===== src/rtl/bcd_display_pkg.sv =====
// Shared constants and types for the BCD seven-segment scanner.
// Segment patterns are active-high, bit0 = a .. bit6 = g.
package bcd_display_pkg;

   localparam int DIGITS = 9;

   typedef logic [3:0] digit_t;

   localparam logic [6:0] SEG_0   = 7'h3F;
   localparam logic [6:0] SEG_1   = 7'h06;
   localparam logic [6:0] SEG_2   = 7'h5B;
   localparam logic [6:0] SEG_3   = 7'h4F;
   localparam logic [6:0] SEG_4   = 7'h66;
   localparam logic [6:0] SEG_5   = 7'h6D;
   localparam logic [6:0] SEG_6   = 7'h7D;
   localparam logic [6:0] SEG_7   = 7'h07;
   localparam logic [6:0] SEG_8   = 7'h7F;
   localparam logic [6:0] SEG_9   = 7'h6F;
   localparam logic [6:0] SEG_E   = 7'h79;
   localparam logic [6:0] SEG_OFF = 7'h00;

endpackage


===== src/rtl/bcd_to_seg7.sv =====
// Combinational BCD digit to seven-segment decoder, active-high output.
// Codes 10..15 show "E" so a bad converter digit is visible on the display.
module bcd_to_seg7
   import bcd_display_pkg::*;
(
   input  logic [3:0] digit,
   output logic [6:0] seg
);

   always_comb begin
      seg = SEG_E;
      case (digit)
         4'd0:    seg = SEG_0;
         4'd1:    seg = SEG_1;
         4'd2:    seg = SEG_2;
         4'd3:    seg = SEG_3;
         4'd4:    seg = SEG_4;
         4'd5:    seg = SEG_5;
         4'd6:    seg = SEG_6;
         4'd7:    seg = SEG_7;
         4'd8:    seg = SEG_8;
         4'd9:    seg = SEG_9;
         default: seg = SEG_E;
      endcase
   end

endmodule


===== src/rtl/bcd_display_scan.sv =====
// Double-buffered, time-multiplexed 9-digit seven-segment scanner with
// leading-zero blanking, invalid-digit flag and a selectable decimal point.
module bcd_display_scan
   import bcd_display_pkg::*;
#(
   parameter int DIGITS     = bcd_display_pkg::DIGITS,
   parameter int PRESCALE   = 1000,
   parameter bit ACTIVE_LOW = 1'b1
) (
   input  logic              Clk,
   input  logic              Rst_n,
   input  logic              load,
   input  logic [3:0]        BCD0,
   input  logic [3:0]        BCD1,
   input  logic [3:0]        BCD2,
   input  logic [3:0]        BCD3,
   input  logic [3:0]        BCD4,
   input  logic [3:0]        BCD5,
   input  logic [3:0]        BCD6,
   input  logic [3:0]        BCD7,
   input  logic [3:0]        BCD8,
   input  logic              blank_en,
   input  logic [3:0]        dp_sel,
   output logic [6:0]        seg,
   output logic              dp,
   output logic [DIGITS-1:0] an,
   output logic              frame_done
);

   localparam int            PW   = (PRESCALE > 1) ? $clog2(PRESCALE) : 1;
   localparam logic [PW-1:0] PMAX = PW'(PRESCALE - 1);
   localparam logic [3:0]    LAST = 4'(DIGITS - 1);

   logic [PW-1:0]         pcnt;
   logic [3:0]            idx;
   digit_t [DIGITS-1:0]   bcd_in;
   digit_t [DIGITS-1:0]   shadow;
   digit_t [DIGITS-1:0]   active;
   logic                  pending;
   logic                  tick;
   logic                  boundary;
   logic                  frame_wrap;
   digit_t                cur;
   logic                  blank;
   logic [6:0]            seg_raw;
   logic [6:0]            seg_on;
   logic [DIGITS-1:0]     an_on;
   logic                  dp_on;

   assign bcd_in   = {BCD8, BCD7, BCD6, BCD5, BCD4, BCD3, BCD2, BCD1, BCD0};
   assign tick     = (pcnt == PMAX);
   assign boundary = tick && (idx == LAST);

   // A digit is blanked only if it and every more significant digit are zero.
   always_comb begin
      cur   = '0;
      blank = blank_en && (idx != 4'd0);
      for (int i = 0; i < DIGITS; i++) begin
         if (idx == 4'(i)) cur = active[i];
         if ((4'(i) >= idx) && (active[i] != 4'd0)) blank = 1'b0;
      end
   end

   bcd_to_seg7 u_dec (
      .digit (cur),
      .seg   (seg_raw)
   );

   assign seg_on = blank ? SEG_OFF : seg_raw;
   assign an_on  = DIGITS'(1) << idx;
   assign dp_on  = (idx == dp_sel);

   always_ff @(posedge Clk or negedge Rst_n) begin
      if (!Rst_n) begin
         pcnt       <= '0;
         idx        <= '0;
         shadow     <= '0;
         active     <= '0;
         pending    <= 1'b0;
         frame_wrap <= 1'b0;
      end else begin
         pcnt <= tick ? '0 : pcnt + 1'b1;
         if (tick) idx <= (idx == LAST) ? 4'd0 : idx + 4'd1;
         if (load) shadow <= bcd_in;
         // A load on the boundary edge bypasses the shadow entirely.
         if (boundary) begin
            if (load)         active <= bcd_in;
            else if (pending) active <= shadow;
            pending <= 1'b0;
         end else if (load) begin
            pending <= 1'b1;
         end
         frame_wrap <= boundary;
      end
   end

   // frame_done is delayed one extra stage so it lines up with an[0].
   always_ff @(posedge Clk or negedge Rst_n) begin
      if (!Rst_n) begin
         seg        <= {7{ACTIVE_LOW}};
         dp         <= ACTIVE_LOW;
         an         <= {DIGITS{ACTIVE_LOW}};
         frame_done <= 1'b0;
      end else begin
         seg        <= seg_on ^ {7{ACTIVE_LOW}};
         dp         <= dp_on ^ ACTIVE_LOW;
         an         <= an_on ^ {DIGITS{ACTIVE_LOW}};
         frame_done <= frame_wrap;
      end
   end

endmodule


===== config.mk =====
export PLATFORM = sky130hd
export DESIGN_NAME = bcd_display_scan
export DESIGN_NICKNAME = d
export VERILOG_FILES = /design/src/rtl/bcd_display_pkg.sv /design/src/rtl/bcd_to_seg7.sv /design/src/rtl/bcd_display_scan.sv
export SDC_FILE = /design/constraint.sdc
export NUM_CORES = 1
export LEC_CHECK = 0
export ABC_CLOCK_PERIOD_IN_PS = 2850
export BUFFER_PORTS_ARGS = -buffer_cell sky130_fd_sc_hd__buf_2
export CAP_MARGIN = 15
export CELL_PAD_IN_SITES_DETAIL_PLACEMENT = 0
export CELL_PAD_IN_SITES_GLOBAL_PLACEMENT = 1
export CORE_MARGIN = 2
export CORE_UTILIZATION = 47
export DETAILED_ROUTE_END_ITERATION = 10
export PLACE_DENSITY = 0.87
export SLEW_MARGIN = 20
export SYNTH_ARGS = -nofsm -noshare
export SYNTH_HDL_FRONTEND = slang
export SYNTH_SLANG_ARGS = --single-unit

===== constraint.sdc =====
create_clock -name Clk -period 2.85 [get_ports Clk]
set_input_delay 0.57 -clock Clk [delete_from_list [all_inputs] [get_ports Clk]]
set_output_delay 0.57 -clock Clk [all_outputs]
set_load 0.02 [all_outputs]

Word-level counts from Yosys, hierarchy flattened
Memories as Yosys holds them, arrays and structs flattened.
Cells that the tools add are included.
{ "word_totals": {"register_bits": 106, "mem_bits_ro": 112, "in_bits": 44, "output_inout_bits": 18, "elab_cells": 102, "mem_count": 1} }
{ "mem_list": {"columns": ["memory", "depth", "width", "read_ports", "rd_clocked_by_memory_dff", "wr", "line_no", "text"], "rows": [
  ["(no name shown)", 16, 7, 1, 0, 0, "bcd_to_seg7.sv:12", "case (digit)"]
]} }
{ "classes": {"n_addsub": 2, "n_lt_le_gt_ge": 9, "n_eq_ne": 10, "shifts": 1, "mux": 25, "bitwise_logic": 3, "reduce_logical": 25} }
{ "ops": {"columns": ["cell", "count"], "rows": [
  ["$mux 36", 2],
  ["$mux 4", 10],
  ["$reduce_bool 4->1", 10],
  ["$eq 4x3->1 const B", 4],
  ["$ge 3x4->1 const A", 4],
  ["$logic_and 1x1->1", 11],
  ["$mux 1", 11],
  ["$add 10x1->10 const B", 1],
  ["$eq 10x10->1 const B", 1],
  ["$mux 10", 1],
  ["$not 9->9", 1],
  ["$shl 1x4->9 const A", 1],
  ["$eq 4x2->1 const B", 2],
  ["$ge 1x4->1 const A", 2],
  ["$ge 2x4->1 const A", 2],
  ["$mux 7", 1],
  ["$not 7->7", 1],
  ["$add 4x1->4 const B", 1],
  ["$eq 4x1->1 const B", 1],
  ["$eq 4x4->1", 1],
  ["$eq 4x4->1 const B", 1],
  ["$ge 4x4->1 const A", 1],
  ["$logic_not 4->1", 1],
  ["$reduce_bool 2->1", 2],
  ["2 further kinds", 2]
]} }

Longest topological paths before layout
{ "depth": {"ltp_word": 13, "ltp_mapped": 13, "mapped_depth_nobuf": 11} }

Modules after synthesis
Synthesis repeated with hierarchy kept, for this count alone.
{ "hier_totals": {"cells_unflattened": 390, "hier_area_um2": 4971.0} }
{ "modules_own_cells": {"columns": ["mod", "n_inst", "cells_per_inst", "area_each_um2", "seq_area_each_um2"], "rows": [
  ["bcd_display_scan", 1, 364, 4780.8, 2673.8],
  ["bcd_to_seg7", 1, 26, 190.2, 0.0]
]} }

Worst setup path after synthesis
No wires, ideal clock.
{ "synth_timing": {"kind": "register to register", "start": "register idx[0]", "end": "register seg[1]", "setup_ps": 77, "arrival_ps": 2370, "required_time_ps": 2773, "setup_slack_ps": 402, "path_stages_with_launch": 12, "n_path_buf": 2, "synth_period_minus_slack_ps": 2448, "cell_sequence": "dfrtp_1 > buf_4 > inv_1 > ha_1 > buf_1 > a311oi_1 > o31ai_1 > o21ai_0 > inv_1 > ha_1 > nand2_1 > a21bo_2"} }
{ "synth_via": {"elab_chain_cells": 13, "elab_cells_between_ends": 50, "classes_between": "order compare (9); eq/ne (8); mux (19); bitwise (1); reduce/logical (12); memory (1)"} }
{ "synth_rtl": {"columns": ["item", "line_no", "text"], "rows": [
  ["start: declaration", "bcd_display_scan.sv:35", "logic [3:0] idx;"],
  ["start signal: assignment", "bcd_display_scan.sv:83", "if (tick) idx <= (idx == LAST) ? 4'd0 : idx + 4'd1;"],
  ["$logic_not 4->1, or another cell as far along", "bcd_display_scan.sv:59", "if (idx == 4'(i)) cur = active[i];"],
  ["$mux 4, or another cell as far along", "bcd_display_scan.sv:59", null],
  ["$mux 4 or $mux 1 (tied branches) (8 in series)", "bcd_display_scan.sv:59, bcd_display_scan.sv:60", null],
  ["$mem_v2 16x7 or $mux 1 (tied branches)", null, null],
  ["$mux 7 (*)", "bcd_display_scan.sv:69", "assign seg_on = blank ? SEG_OFF : seg_raw;"],
  ["$not 7->7 (no source line) (*)", null, null],
  ["end signal: assignment", "bcd_display_scan.sv:100", "seg <= {7{ACTIVE_LOW}};"],
  ["end signal: assignment", "bcd_display_scan.sv:105", "seg <= seg_on ^ {7{ACTIVE_LOW}};"],
  ["end: declaration", "bcd_display_scan.sv:24", "output logic [6:0] seg,"]
]} }
Every way passes the cells marked *; elsewhere a longest branch is shown, timed or not.
A chain may end at the register's enable or synchronous reset.

Worst setup path after layout
{ "layout_timing": {"start": "register idx[1]", "end": "register seg[3]"} }
Same word-level chain as after synthesis.

==> results by stage <==
Run status:
- The run finished with clean final reports.

Setup path:
- The number of buffer and inverter instances along the worst setup path is 4.
- Data on the critical path arrives at its endpoint at 2.82 ns.
- The critical path is of the flip-flop to flip-flop type.
- Walking the worst path, the cells encountered are inv_1 > ha_1 > buf_4 > and3_1 > a211oi_1 > o311ai_1 > buf_4 > inv_1 > ha_1 > mux2i_1 > o21ai_0.
- The slowest stage of the critical path is the dfrtp_1 cell.
- STA classifies the critical path endpoint as a flip-flop.
- The number of stages on the worst setup path is 11.
- The kind of cell with the highest combined delay on the critical path is adder cells.
- The type of origin of the critical path is a flip-flop.
- Of all nets on the critical path, the largest fanout is 6.
- On the worst path, the slowest cell contributes a delay of 0.45 ns.
- The count of cells along the worst register-to-register path is 11.
- Data on the critical path is required at its endpoint by 3.14 ns.

STA:
- Summed over all failing endpoints, the final setup total negative slack is 0 ns.
- The number of pins exceeding their max-slew limit in the final report is 0.
- The actual transition at the worst max-transition pin is 0.5941 ns.
- The final worst slack is 0.3233 ns.
- The fraction of the cycle the final worst path needs is 0.8866.
- The worst-case clock skew is 0.01509 ns.
- Setup repair after global routing left no endpoint under its margin.
- Derived from the worst setup path, the maximum achievable clock frequency is 395.8 MHz.
- Setup violations remaining at the end of the flow were counted as 0.
- The final-report hold violation count is 0.
- The minimum clock period is 2.527 ns.
- Headroom to the max-slew limit came out at 0.6025.

Clock tree:
- The maximum buffer depth of the clock tree is 2.
- The number of gates resized after CTS was 0.
- The H-tree was split into 3 levels.
- TritonCTS built the clock tree.
- The clock drives 106 sinks.
- The insertion delay to the later sink of the worst-skew pair is 0.38 ns.
- The number of setup buffers added after CTS is 0.
- In this run the clock root is driven by a clkbuf_8.
- The count of hold-fix buffers inserted at cts is 0.
- After clock tree synthesis, the clock-pin slew on the worst setup and hold paths is 0.11 ns.
- Clock tree synthesis inserted a total of 9 buffers.

Layout:
- The multi-input combinational cells in the finished layout cover a total of 2108 µm².
- The number of fill cells is 890.
- The sequential cell area is 2674 µm².
- The count of cells in the finished layout, fillers not included, comes to 583.
- The repair_antennas step left the layout with diodes totalling 0.
- The final net count is 497.
- In the final layout, the share of cells above drive strength 1 is 0.4295.
- Relative to the synthesized area, the layout overhead comes to 13.28%.

Global route:
- The all-layer global routing usage is 0.1900.
- Entering global routing, the biggest net connects 107 pins.
- The first global-routing pass estimated 16.81 mm of wire.
- The via count of the first global-routing pass was 3,276.
- The total congestion overflow is 0.
- The number of antenna violations at the first check in global routing came to 0.

Power and ir drop:
- IR analysis of the VDD net gives a maximum drop of 0.5228 mV.
- The sequential share of power is 0.610.
- Of the total power, the clock network draws 0.330.
- Of the total power, the share spent switching nets is 0.2381.
- In this run the power spent charging and discharging nets is 0.0006120 W.
- For this design the ratio of total power to cell area is 457.8 nW/µm².
- The internal power component is 0.001958 W.
- In this run the static leakage power is 2.723 nW.
- The share of power burned in combinational logic is 0.060.

Floorplanning:
- The starting density of the core is 0.4822.
- The I/O pin count is 62.
- The horizontal die dimension is 106.7 µm.
- The die is 106.7 µm tall.
- The number of placement rows is 37.
- The floorplan step defined a die boundary enclosing 11,380 µm².
- The floorplan core area is 10,280 µm².

Logic synthesis:
- The biggest area consumer among synthesized cells is dfrtp_1.
- Yosys mapped a number of flops with a built-in enable equal to 0.
- Yosys attributes the largest share of cell area to dfrtp_1 (45%), mux2_2 (9.5%), mux2_4 (9.1%).
- The post-synthesis average cell area is 13.18 µm².
- The sequential cell area fraction in the yosys report is 0.5395.
- The predominant post-synthesis flop cell is dfrtp_1.
- Synthesis produced a netlist with a net count of 431.
- After technology mapping, the gate count stands at 376.
- The most numerous cell in the Yosys netlist is dfrtp_1.
- The post-synth design cell area is 4956 µm².
- The fraction of post-synthesis cell area in the top cell type by area is 0.4494.
- Of all flip-flops after synthesis, the portion carrying an async set or reset was 1.000.
- The count of yosys warnings during synthesis is 0.
- By count the netlist is led by dfrtp_1 (89), mux2_2 (42), mux2_4 (30).
- Counting flops and latches in the post-synthesis netlist gives 106.
- The count of distinct cell types in the synthesized netlist is 63.

Detailed routing:
- The number of iterations in the first detailed-routing pass is 4.
- The routed via count is 3,130.
- The count of routing violations after the opening detailed-route iteration is 178.
- The remaining antenna violation count after routing is 0.
- The number of design rule violations left after detail routing is 0.
- In the final routed layout, each cell accounts on average for 16.84 µm.
- In the routed layout, each cell is associated on average with a via count of 5.369.
- The final layout contains routed wiring with a total length of 9.815 mm.

Placement:
- The cell count after placement is 567.
- The final weighted congestion in routability-driven placement is 0.8612.
- Timing analysis after detailed placement gives a worst setup slack of 0.3594 ns.
- The number of port buffers is 61.
- The post-DP HPWL is 7.197 mm.

Worst hold path:
- The type of the most critical hold path is primary input to asynchronous set/reset pin.

Job:
- The number of maximum-capacitance violations is 0.
[cell usage in the layout, fill, tap and decap left out, drive strengths merged, types with 3 or more instances in the layout]
cell type,count
nor3,3
clkbuf,10
clkinvlp,3
dfstp,17
buf,75
nand2,15
dfrtp,89
nand4,6
mux2,72
nor4,7
nand3,8
and3b,3
ha,11
and3,5
xnor2,6
mux2i,3
o21ai,21
a21oi,13
nor2,17
a31oi,3
xor2,4
inv,14
[per-layer routing]
metal / global-route usage / vias up / routed length (µm)
li1: - / 1484 / -
met1: 0.2622 / 1536 / 4589
met2: 0.2971 / 90 / 4576
met3: 0.04012 / 20 / 435
met4: 0.06957 / 0 / 214
met5: 0 / - / 0
[power groups by stage]
stage          Combinational [W]  Sequential [W]  Clock (W)
2_1_floorplan          0.0000769         0.00159          0
3_3_place_gp            0.000153         0.00159          0
3_5_place_dp            0.000158         0.00160          0
4_1_cts                 0.000160         0.00157   0.000880
5_1_grt                 0.000173         0.00157   0.000950
6_report                0.000154         0.00157   0.000849
[logic make-up (layout without fill, tap and decap cells)]
kind of cell | Yosys count | in the layout | share of synthesized area
flip-flops | 106 | 106 | 0.5395
AND/OR/NAND/NOR | 80 | 80 | 0.09871
multiplexers | 75 | 75 | 0.1924
AO/OA/AOI/OAI | 62 | 62 | 0.08887
buffers and inverters | 32 | 103 | 0.03509
adder cells (fa/ha/maj) | 11 | 11 | 0.02777
XOR/XNOR | 10 | 10 | 0.01767
[layout make-up]
| class | count | area share |
|---|---|---|
| flip-flops and latches | 106 | 0.4763 |
| multi-input cells | 238 | 0.3755 |
| repair buffers | 75 | 0.07800 |
| well taps | 136 | 0.03031 |
| clock buffers | 10 | 0.02273 |
| clock inverters | 6 | 0.009138 |
| inverters | 12 | 0.008023 |
[state kept, by name, indices dropped and copies added, names as in the netlist]
signal      flops
active         36
an              9
dp              1
frame_done      1
frame_wrap      1
idx             4
pcnt           10
pending         1
seg             7
shadow         36
[worst register-to-register path: stages (launching register included)]
cell and delay, ns:
dfrtp_1 0.45, inv_1 0.12, ha_1 0.30, buf_4 0.19, and3_1 0.15, a211oi_1 0.05, o311ai_1 0.36, buf_4 0.21
inv_1 0.06, ha_1 0.30, mux2i_1 0.07, o21ai_0 0.19
[worst paths after layout]
path                            startpoint    endpoint  slack (ns)
worst max-delay path                idx[1]      seg[3]        0.32
worst min register to register  frame_wrap  frame_done        0.36
max in group asynchronous            Rst_n          dp        2.19
worst max register to register      idx[1]      seg[3]        0.32
min in group Clk                frame_wrap  frame_done        0.36
worst min-delay path                 Rst_n   shadow[0]        0.25
[through the flow]
step           cell area [µm²]    util  hold WS (ns)  total power (W)
2_1_floorplan             4956       -        0.2744         0.001669
3_5_place_dp              5435  0.5289        0.3356         0.001755
5_1_grt                   5614  0.5463        0.2749         0.002696
6_report                  5614  0.5463        0.2486         0.002570
4_1_cts                   5614  0.5463        0.2605         0.002607
3_3_place_gp              5435  0.5289        0.3359         0.001747
No activity file was read; power rests on OpenSTA's default activity.
